<file path="src/rtl/pixie_video_pkg.sv">
// Shared types and constants for the Pixie video path: count width, doubler
// state, sync output bundle and its reset value.
package pixie_video_pkg;

  localparam int              CNT_W   = 10;
  localparam logic [CNT_W-1:0] CNT_MAX = '1;

  typedef enum logic [1:0] {IDLE, SYNC, RUN} state_e;

  typedef struct packed {
    logic hsync;
    logic vsync;
    logic hblank;
    logic vblank;
    logic de;
  } tim_t;

  localparam tim_t TIM_RST = '{hsync: 1'b0, vsync: 1'b0, hblank: 1'b1,
                               vblank: 1'b1, de: 1'b0};

  function automatic logic [CNT_W-1:0] sat_inc(input logic [CNT_W-1:0] v);
    return (v == CNT_MAX) ? v : v + 1'b1;
  endfunction

endpackage

</file>
<file path="src/rtl/pixie_line_buffer.sv">
// Ping-pong 1-bit line store: two banks of DEPTH pixels, one write port and
// one registered read port on the same clock.
module pixie_line_buffer #(
  parameter  int DEPTH = 256,
  localparam int AW    = $clog2(DEPTH)
) (
  input  logic          clk,
  input  logic          wr_en,
  input  logic          wr_bank,
  input  logic [AW-1:0] wr_addr,
  input  logic          wr_data,
  input  logic          rd_bank,
  input  logic [AW-1:0] rd_addr,
  output logic          rd_data
);

  logic mem [0:2*DEPTH-1];

  always_ff @(posedge clk) begin
    if (wr_en) mem[{wr_bank, wr_addr}] <= wr_data;
    rd_data <= mem[{rd_bank, rd_addr}];
  end

endmodule

</file>
<file path="src/rtl/pixie_line_doubler.sv">
// Pixie scan doubler: captures each input line, replays it twice at double
// pixel rate. Define PIXIE_SCANLINES_EN to dim the second replay by 50%.
module pixie_line_doubler import pixie_video_pkg::*; #(
  parameter int          MAX_PIX = 256,
  parameter logic [23:0] FG_RGB  = 24'hFFFFFF,
  parameter logic [23:0] BG_RGB  = 24'h000000
) (
  input  logic       clk,
  input  logic       reset,
  input  logic       pix_ce,
  input  logic       video_in,
  input  logic       HSync_in,
  input  logic       VSync_in,
  input  logic       HBlank_in,
  input  logic       VBlank_in,
  input  logic       video_de_in,
  output logic [7:0] R,
  output logic [7:0] G,
  output logic [7:0] B,
  output logic       HSync,
  output logic       VSync,
  output logic       HBlank,
  output logic       VBlank,
  output logic       video_de,
  output logic       line_err
);

  localparam int               AW        = $clog2(MAX_PIX);
  localparam logic [CNT_W-1:0] MAX_PIX_C = CNT_W'(MAX_PIX);

  // HBlank_in carries nothing beyond video_de_in
  logic unused_hblank;
  assign unused_hblank = HBlank_in;

  state_e           state;
  logic             hs_prev, wr_bank, err_done;
  logic [CNT_W-1:0] p_cnt, hw_cnt, ds_cnt, de_cnt;
  logic [CNT_W-1:0] p_l, hw_l, ds_l, dl_l;
  logic             vs_l, vb_l;
  logic [CNT_W-1:0] out_x;
  logic             half, ovr;
  tim_t             tim_d, tim_q;
  logic             pix_q;

  // The rise sample is index 0 of the new line, so counters restart through it.
  logic             rise, wr_bank_cur, err_done_cur, ovf_de, ovf_p, err_hit, wr_en;
  logic [CNT_W-1:0] pos, de_cur;

  assign rise         = pix_ce & HSync_in & ~hs_prev;
  assign pos          = rise ? '0 : p_cnt;
  assign de_cur       = rise ? '0 : de_cnt;
  assign wr_bank_cur  = rise ? ~wr_bank : wr_bank;
  assign err_done_cur = rise ? 1'b0 : err_done;
  assign ovf_de       = video_de_in & (de_cur >= MAX_PIX_C);
  assign ovf_p        = (pos == CNT_MAX - 1'b1);
  assign err_hit      = pix_ce & ~err_done_cur & (ovf_de | ovf_p);
  assign wr_en        = pix_ce & video_de_in & ~ovf_de;

  always_ff @(posedge clk or posedge reset) begin
    if (reset) begin
      hs_prev  <= 1'b0;
      wr_bank  <= 1'b0;
      err_done <= 1'b0;
      p_cnt    <= '0;
      hw_cnt   <= '0;
      ds_cnt   <= '0;
      de_cnt   <= '0;
      p_l      <= '0;
      hw_l     <= '0;
      ds_l     <= '0;
      dl_l     <= '0;
      vs_l     <= 1'b0;
      vb_l     <= 1'b0;
      line_err <= 1'b0;
    end else begin
      line_err <= err_hit;
      if (pix_ce) begin
        hs_prev  <= HSync_in;
        p_cnt    <= sat_inc(pos);
        hw_cnt   <= rise ? CNT_W'(1) : (HSync_in ? sat_inc(hw_cnt) : hw_cnt);
        de_cnt   <= video_de_in ? sat_inc(de_cur) : de_cur;
        err_done <= err_done_cur | err_hit;
        if (video_de_in && de_cur == '0) ds_cnt <= pos;
        else if (rise)                   ds_cnt <= '0;
        if (rise) begin
          p_l     <= p_cnt;
          hw_l    <= hw_cnt;
          ds_l    <= ds_cnt;
          dl_l    <= de_cnt;
          vs_l    <= VSync_in;
          vb_l    <= VBlank_in;
          wr_bank <= ~wr_bank;
        end
      end
    end
  end

  // Replay: two halves of P clk per input line; a third wrap means the input
  // line ran long, so blank until the next rise resynchronises.
  always_ff @(posedge clk or posedge reset) begin
    if (reset) begin
      state <= IDLE;
      out_x <= '0;
      half  <= 1'b0;
      ovr   <= 1'b0;
    end else begin
      case (state)
        IDLE:    if (rise) state <= SYNC;
        SYNC:    if (rise) state <= RUN;
        default: ;
      endcase
      if (rise) begin
        out_x <= '0;
        half  <= 1'b0;
        ovr   <= 1'b0;
      end else if (state == RUN) begin
        if (out_x == p_l - 1'b1) begin
          out_x <= '0;
          if (half) ovr  <= 1'b1;
          else      half <= 1'b1;
        end else begin
          out_x <= out_x + 1'b1;
        end
      end
    end
  end

  logic [CNT_W-1:0] dl_cl;
  logic [CNT_W:0]   de_end;
  logic             run, in_de;

  assign run    = (state == RUN);
  assign dl_cl  = (dl_l > MAX_PIX_C) ? MAX_PIX_C : dl_l;
  assign de_end = {1'b0, ds_l} + {1'b0, dl_cl};
  assign in_de  = run & ~ovr & (out_x >= ds_l) & ({1'b0, out_x} < de_end);

  always_comb begin
    tim_d = TIM_RST;
    if (run) begin
      tim_d.hsync  = (out_x < hw_l);
      tim_d.vsync  = vs_l;
      tim_d.vblank = vb_l;
      tim_d.de     = in_de;
      tim_d.hblank = ~in_de;
    end
  end

  always_ff @(posedge clk or posedge reset) begin
    if (reset) tim_q <= TIM_RST;
    else       tim_q <= tim_d;
  end

  pixie_line_buffer #(.DEPTH(MAX_PIX)) u_buf (
    .clk     (clk),
    .wr_en   (wr_en),
    .wr_bank (wr_bank_cur),
    .wr_addr (de_cur[AW-1:0]),
    .wr_data (video_in),
    .rd_bank (~wr_bank),
    .rd_addr (AW'(out_x - ds_l)),
    .rd_data (pix_q)
  );

`ifdef PIXIE_SCANLINES_EN
  logic half_q;
  always_ff @(posedge clk or posedge reset) begin
    if (reset) half_q <= 1'b0;
    else       half_q <= half;
  end
`endif

  logic [23:0] col;
  always_comb begin
    col = '0;
    if (tim_q.de) col = pix_q ? FG_RGB : BG_RGB;
`ifdef PIXIE_SCANLINES_EN
    if (half_q) col = {1'b0, col[23:17], 1'b0, col[15:9], 1'b0, col[7:1]};
`endif
  end

  assign R        = col[23:16];
  assign G        = col[15:8];
  assign B        = col[7:0];
  assign HSync    = tim_q.hsync;
  assign VSync    = tim_q.vsync;
  assign HBlank   = tim_q.hblank;
  assign VBlank   = tim_q.vblank;
  assign video_de = tim_q.de;

endmodule

</file>
<file path="config.mk">
export PLATFORM = sky130hd
export DESIGN_NAME = pixie_line_doubler
export DESIGN_NICKNAME = d
export VERILOG_FILES = /design/src/rtl/pixie_video_pkg.sv /design/src/rtl/pixie_line_buffer.sv /design/src/rtl/pixie_line_doubler.sv
export SDC_FILE = /design/constraint.sdc
export NUM_CORES = 1
export LEC_CHECK = 0
export ABC_AREA = 1
export CELL_PAD_IN_SITES_DETAIL_PLACEMENT = 1
export CELL_PAD_IN_SITES_GLOBAL_PLACEMENT = 1
export CORE_ASPECT_RATIO = 0.5
export CORE_MARGIN = 1
export CORE_UTILIZATION = 45
export DETAILED_ROUTE_END_ITERATION = 6
export PLACE_DENSITY = 0.8
export SYNTH_ARGS = -nofsm -noshare
export SYNTH_HDL_FRONTEND = slang
export SYNTH_SLANG_ARGS = --single-unit
</file>
<file path="constraint.sdc">
create_clock -name clk -period 3 [get_ports clk]
set_input_delay 0.45 -clock clk [delete_from_list [all_inputs] [get_ports clk]]
set_output_delay 0.45 -clock clk [all_outputs]
set_load 0.02 [all_outputs]
</file>
==> reports/metrics.yaml <==
critical_path:
  end_kind: "flop"
  path_cells: "nor4_2, a31oi_1, nor2_1, inv_2, nor2_2, ha_4, a21oi_2, nand2_1, a21oi_2, nor2_1, nor2_1, xor2_1, ha_1, nand2_1, nor2_1, a211oi_1, o21a_1, o21ai_1, nand2_1, nand2_1, nand3b_1, nand2_1, inv_1"
  crit_fanout: 5
  arrival_ps: 4070
  cp-start-kind: "flop"
  ff2ff_path_depth: 23
  critPathMostFrequentCell: "nand2_1"
  rrSetupSlack_ps: -500
  cp_slowest_cell: "dfrtp_1"
  r2r-end: "video_de$_DFF_PP0_"
  slowest_delay_ps: 390
  worstPathRequired_ps: 3570
  reg2reg_from: "dl_l[4]$_DFFE_PP0P_"
  crit_type: "flop to flop"
yosys:
  yosys_register_bits: 618
  synth_compound_area_frac: 0.0492
  synthTopCellsByArea: "edfxtp_1, nor2_1, nand2_1"
  synth-simple-area-share: 0.254
  async_flop_share: 0.170
  synth_fp_nets: 3394
  postSynthCellCount: 3336
  synth_area_leader_cell: "edfxtp_1"
  synth_top_family_by_area: "simple AND/OR/NAND/NOR gates"
  ys.flop_type: "edfxtp_1"
  synth_edf_count: 512
  ys_types: 54
  synth_top_area_frac: 0.510
  synthMuxAreaShare: 0
  synth_fa_ha_area_frac: 0.0208
  yosysWarnings: 0
  avgSynthCellArea_sq_um: 9.04
  syn-cell-area_sq_mm: 0.0302
  synth.yosys.seq_area_share: 0.597
  synthXorXnorAreaFrac: 0.0145
sta:
  period_needed_ps: 3500
  setup_ws_ps: -498
  finClkSkew_ps: 27.5
  rsz0062_at_grt: "true"
  relSlewSlack: 0.453
  setup_viol: 3
  finalMaxSlewViolations: 0
  min_period_over_period: 1.17
  hold_viol: 0
  worst_pin_slew_ps: 821
  max_clock_freq_ghz: 0.286
run_status:
  violations: "setup timing"
  status: "finished, violations left"
clocking:
  clk_pin_slew_ps: 60
  postCtsHoldBufs: 0
  cts_root_buffer: "clkbuf_16"
  cts_tree: "done"
  cts_buffer_depth: 3
  cts_buffers: 59
  clock-sinks: 618
  clock_latency_ps: 650
  h-tree-depth: 2
drt:
  wirelength_mm: 98.6
  drc: 0
  wl_per_cell_um: 22.7
  num_vias: 24600
  via_per_inst: 5.66
  initialDrtViolationCount: 2696
  first_pass_iters: 5
  ant_nets: 0
global_routing:
  grt_first_pass_wirelength_mm: 148
  grtUsageTotal: 0.285
  grt_max_degree: 131
  grt-ovfl-total: 0
  grt_pass1_vias: 25600
  antenna_found_initial: 0
placed_design:
  dpl.cell_count: 4220
  dpl.hpwl_mm: 57.6
  io_buffer_count: 37
  pre_cts_ws_ps: -538
  gp_congestion: 0.860
final_layout:
  post-route-util: 0.536
  fin_nets: 3473
  largest_reg_flops: 512
  antennaDiodeCount: 0
  fin_cells: 4346
  drive_gt1_frac: 0.124
  largest-register: "u_buf.mem"
  area.sequential_sq_mm: 0.0180
  multi_input_area_sq_mm: 0.0106
  synthToLayoutAreaGrowth_pct: 16.7
  nFillCells: 7412
die:
  core_area_sq_mm: 0.0657
  die_area_sq_mm: 0.0682
  num_rows: 66
  die_w_um: 368
  start_util: 0.460
  ios: 39
  die-height_um: 185
job:
  max_cap_viol_count: 0
pwr:
  leakagePower_nw: 13.4
  p_per_area_mw_per_mm2: 646
  ir_drop_uv: 486
  total_power_w: 0.0227
min_path:
  hold_path_class: "input port to asynchronous set/reset pin"
==> layout make-up <==
cell class,instances,share of cell area
repair buffers,244,0.0770
flip-flops and latches,618,0.512
inverters,223,0.0246
well taps,884,0.0314
multi-input cells,2269,0.302
clock buffers,84,0.0474
clock inverters,24,0.00501
==> layer usage <==
layer  GRT usage  up-vias  share of wire
met5           0        -              0
met4       0.104        0          0.034
met3      0.0410      229          0.075
met2       0.488      957           0.48
met1       0.370    12400           0.41
li1            -    11000              -
==> kinds of logic (layout without fill, tap and decap cells) <==
| group | after synthesis | in the layout |
|---|---|---|
| XOR/XNOR | 46 | 46 |
| adder cells (fa/ha/maj) | 49 | 49 |
| buffers and inverters | 449 | 575 |
| AND/OR/NAND/NOR | 1896 | 1896 |
| flip-flops | 618 | 618 |
| other | 1 | 1 |
| AO/OA/AOI/OAI | 277 | 277 |
==> worst max-delay path, delay by kind of cell, from the launching register on <==
kind | cells | cell delay, ps
compound gates | 6 | 820
xor+xnor | 1 | 190
fa+ha+maj | 2 | 520
buf+inv | 2 | 170
flops | 1 | 390
simple gates | 12 | 1340
==> where the power goes <==
part           leakage, nW  total [W]  internal (W)  switching [W]
combinational         6.47    0.00572       0.00194        0.00378
sequential            6.00    0.00961       0.00947       0.000145
clock                0.911    0.00740       0.00403        0.00337
==> worst max path at each step <==
stage                        startpoint                 end  slack [ps]
CTS                 dl_l[7]$_DFFE_PP0P_  video_de$_DFF_PP0_        -490
detailed placement  dl_l[4]$_DFFE_PP0P_  video_de$_DFF_PP0_        -540
finish              dl_l[4]$_DFFE_PP0P_  video_de$_DFF_PP0_        -500
floorplan           dl_l[4]$_DFFE_PP0P_  video_de$_DFF_PP0_        -0.2
global placement    dl_l[4]$_DFFE_PP0P_  video_de$_DFF_PP0_        -410
global route        dl_l[4]$_DFFE_PP0P_  video_de$_DFF_PP0_        -800
==> layout by cell type (no fill, tap or decap), types with 4 or more instances in the layout <==
cell             Yosys  final
nor2_1             815    805
nand2_1            734    713
edfxtp_1           512    512
nand3_1            273    231
inv_1              217    211
o21ai_0            206    193
buf_4               27    142
dfrtp_1            103    103
clkbuf_16            0     63
buf_12               0     54
ha_1                47     43
nand3_2              0     40
xor2_1              36     36
clkdlybuf4s50_1      0     36
nand2_2             10     31
a21oi_1             29     25
nor2_2              12     18
nand4_1             18     18
o21ai_1              6     17
clkbuf_1            87     15
nor3_1              12     12
clkinv_1             0     10
o211ai_1             9      9
clkinv_2             0      9
nor2_4               4      8
o22ai_1              7      7
xnor2_1              7      7
clkbuf_8             0      7
or2_2                6      6
inv_2                5      5
buf_6                1      5
nor4_1               5      4
a21oi_2              0      4
==> through the flow <==
step	instance area [sq um]	hold slack, ps	TNS, ps
4_1_cts	34700	214	-1010
6_report	35200	230	-1000
2_1_floorplan	30200	434	-0.238
5_1_grt	35200	291	-1690
3_5_place_dp	32700	466	-21440
3_3_place_gp	32700	452	-1230
==> cell usage after synthesis (3+ instances only) <==
library cell,n
buf_4,27
inv_2,5
xor2_1,36
xnor2_1,7
nand3_1,273
edfxtp_1,512
nor2_2,12
buf_2,95
nor2_4,4
nand2_1,734
o21ai_0,206
buf_1,16
inv_1,217
nand2_2,10
nor3_1,12
nand4_1,18
o21ai_1,6
nor2_1,815
a211oi_1,3
nor4_1,5
o22ai_1,7
o211ai_1,9
or2_2,6
dfrtp_1,103
a21oi_1,29
ha_1,47
clkbuf_1,87
==> timing repair <==
action                                 CTS  global route
gates resized for setup                 35            75
setup endpoints to repair               27             3
pin swaps                               11            26
buffers inserted                         6             8
cloned                                   1             3
endpoints found under the hold margin    0             0
(Power assumes the default switching activity.)
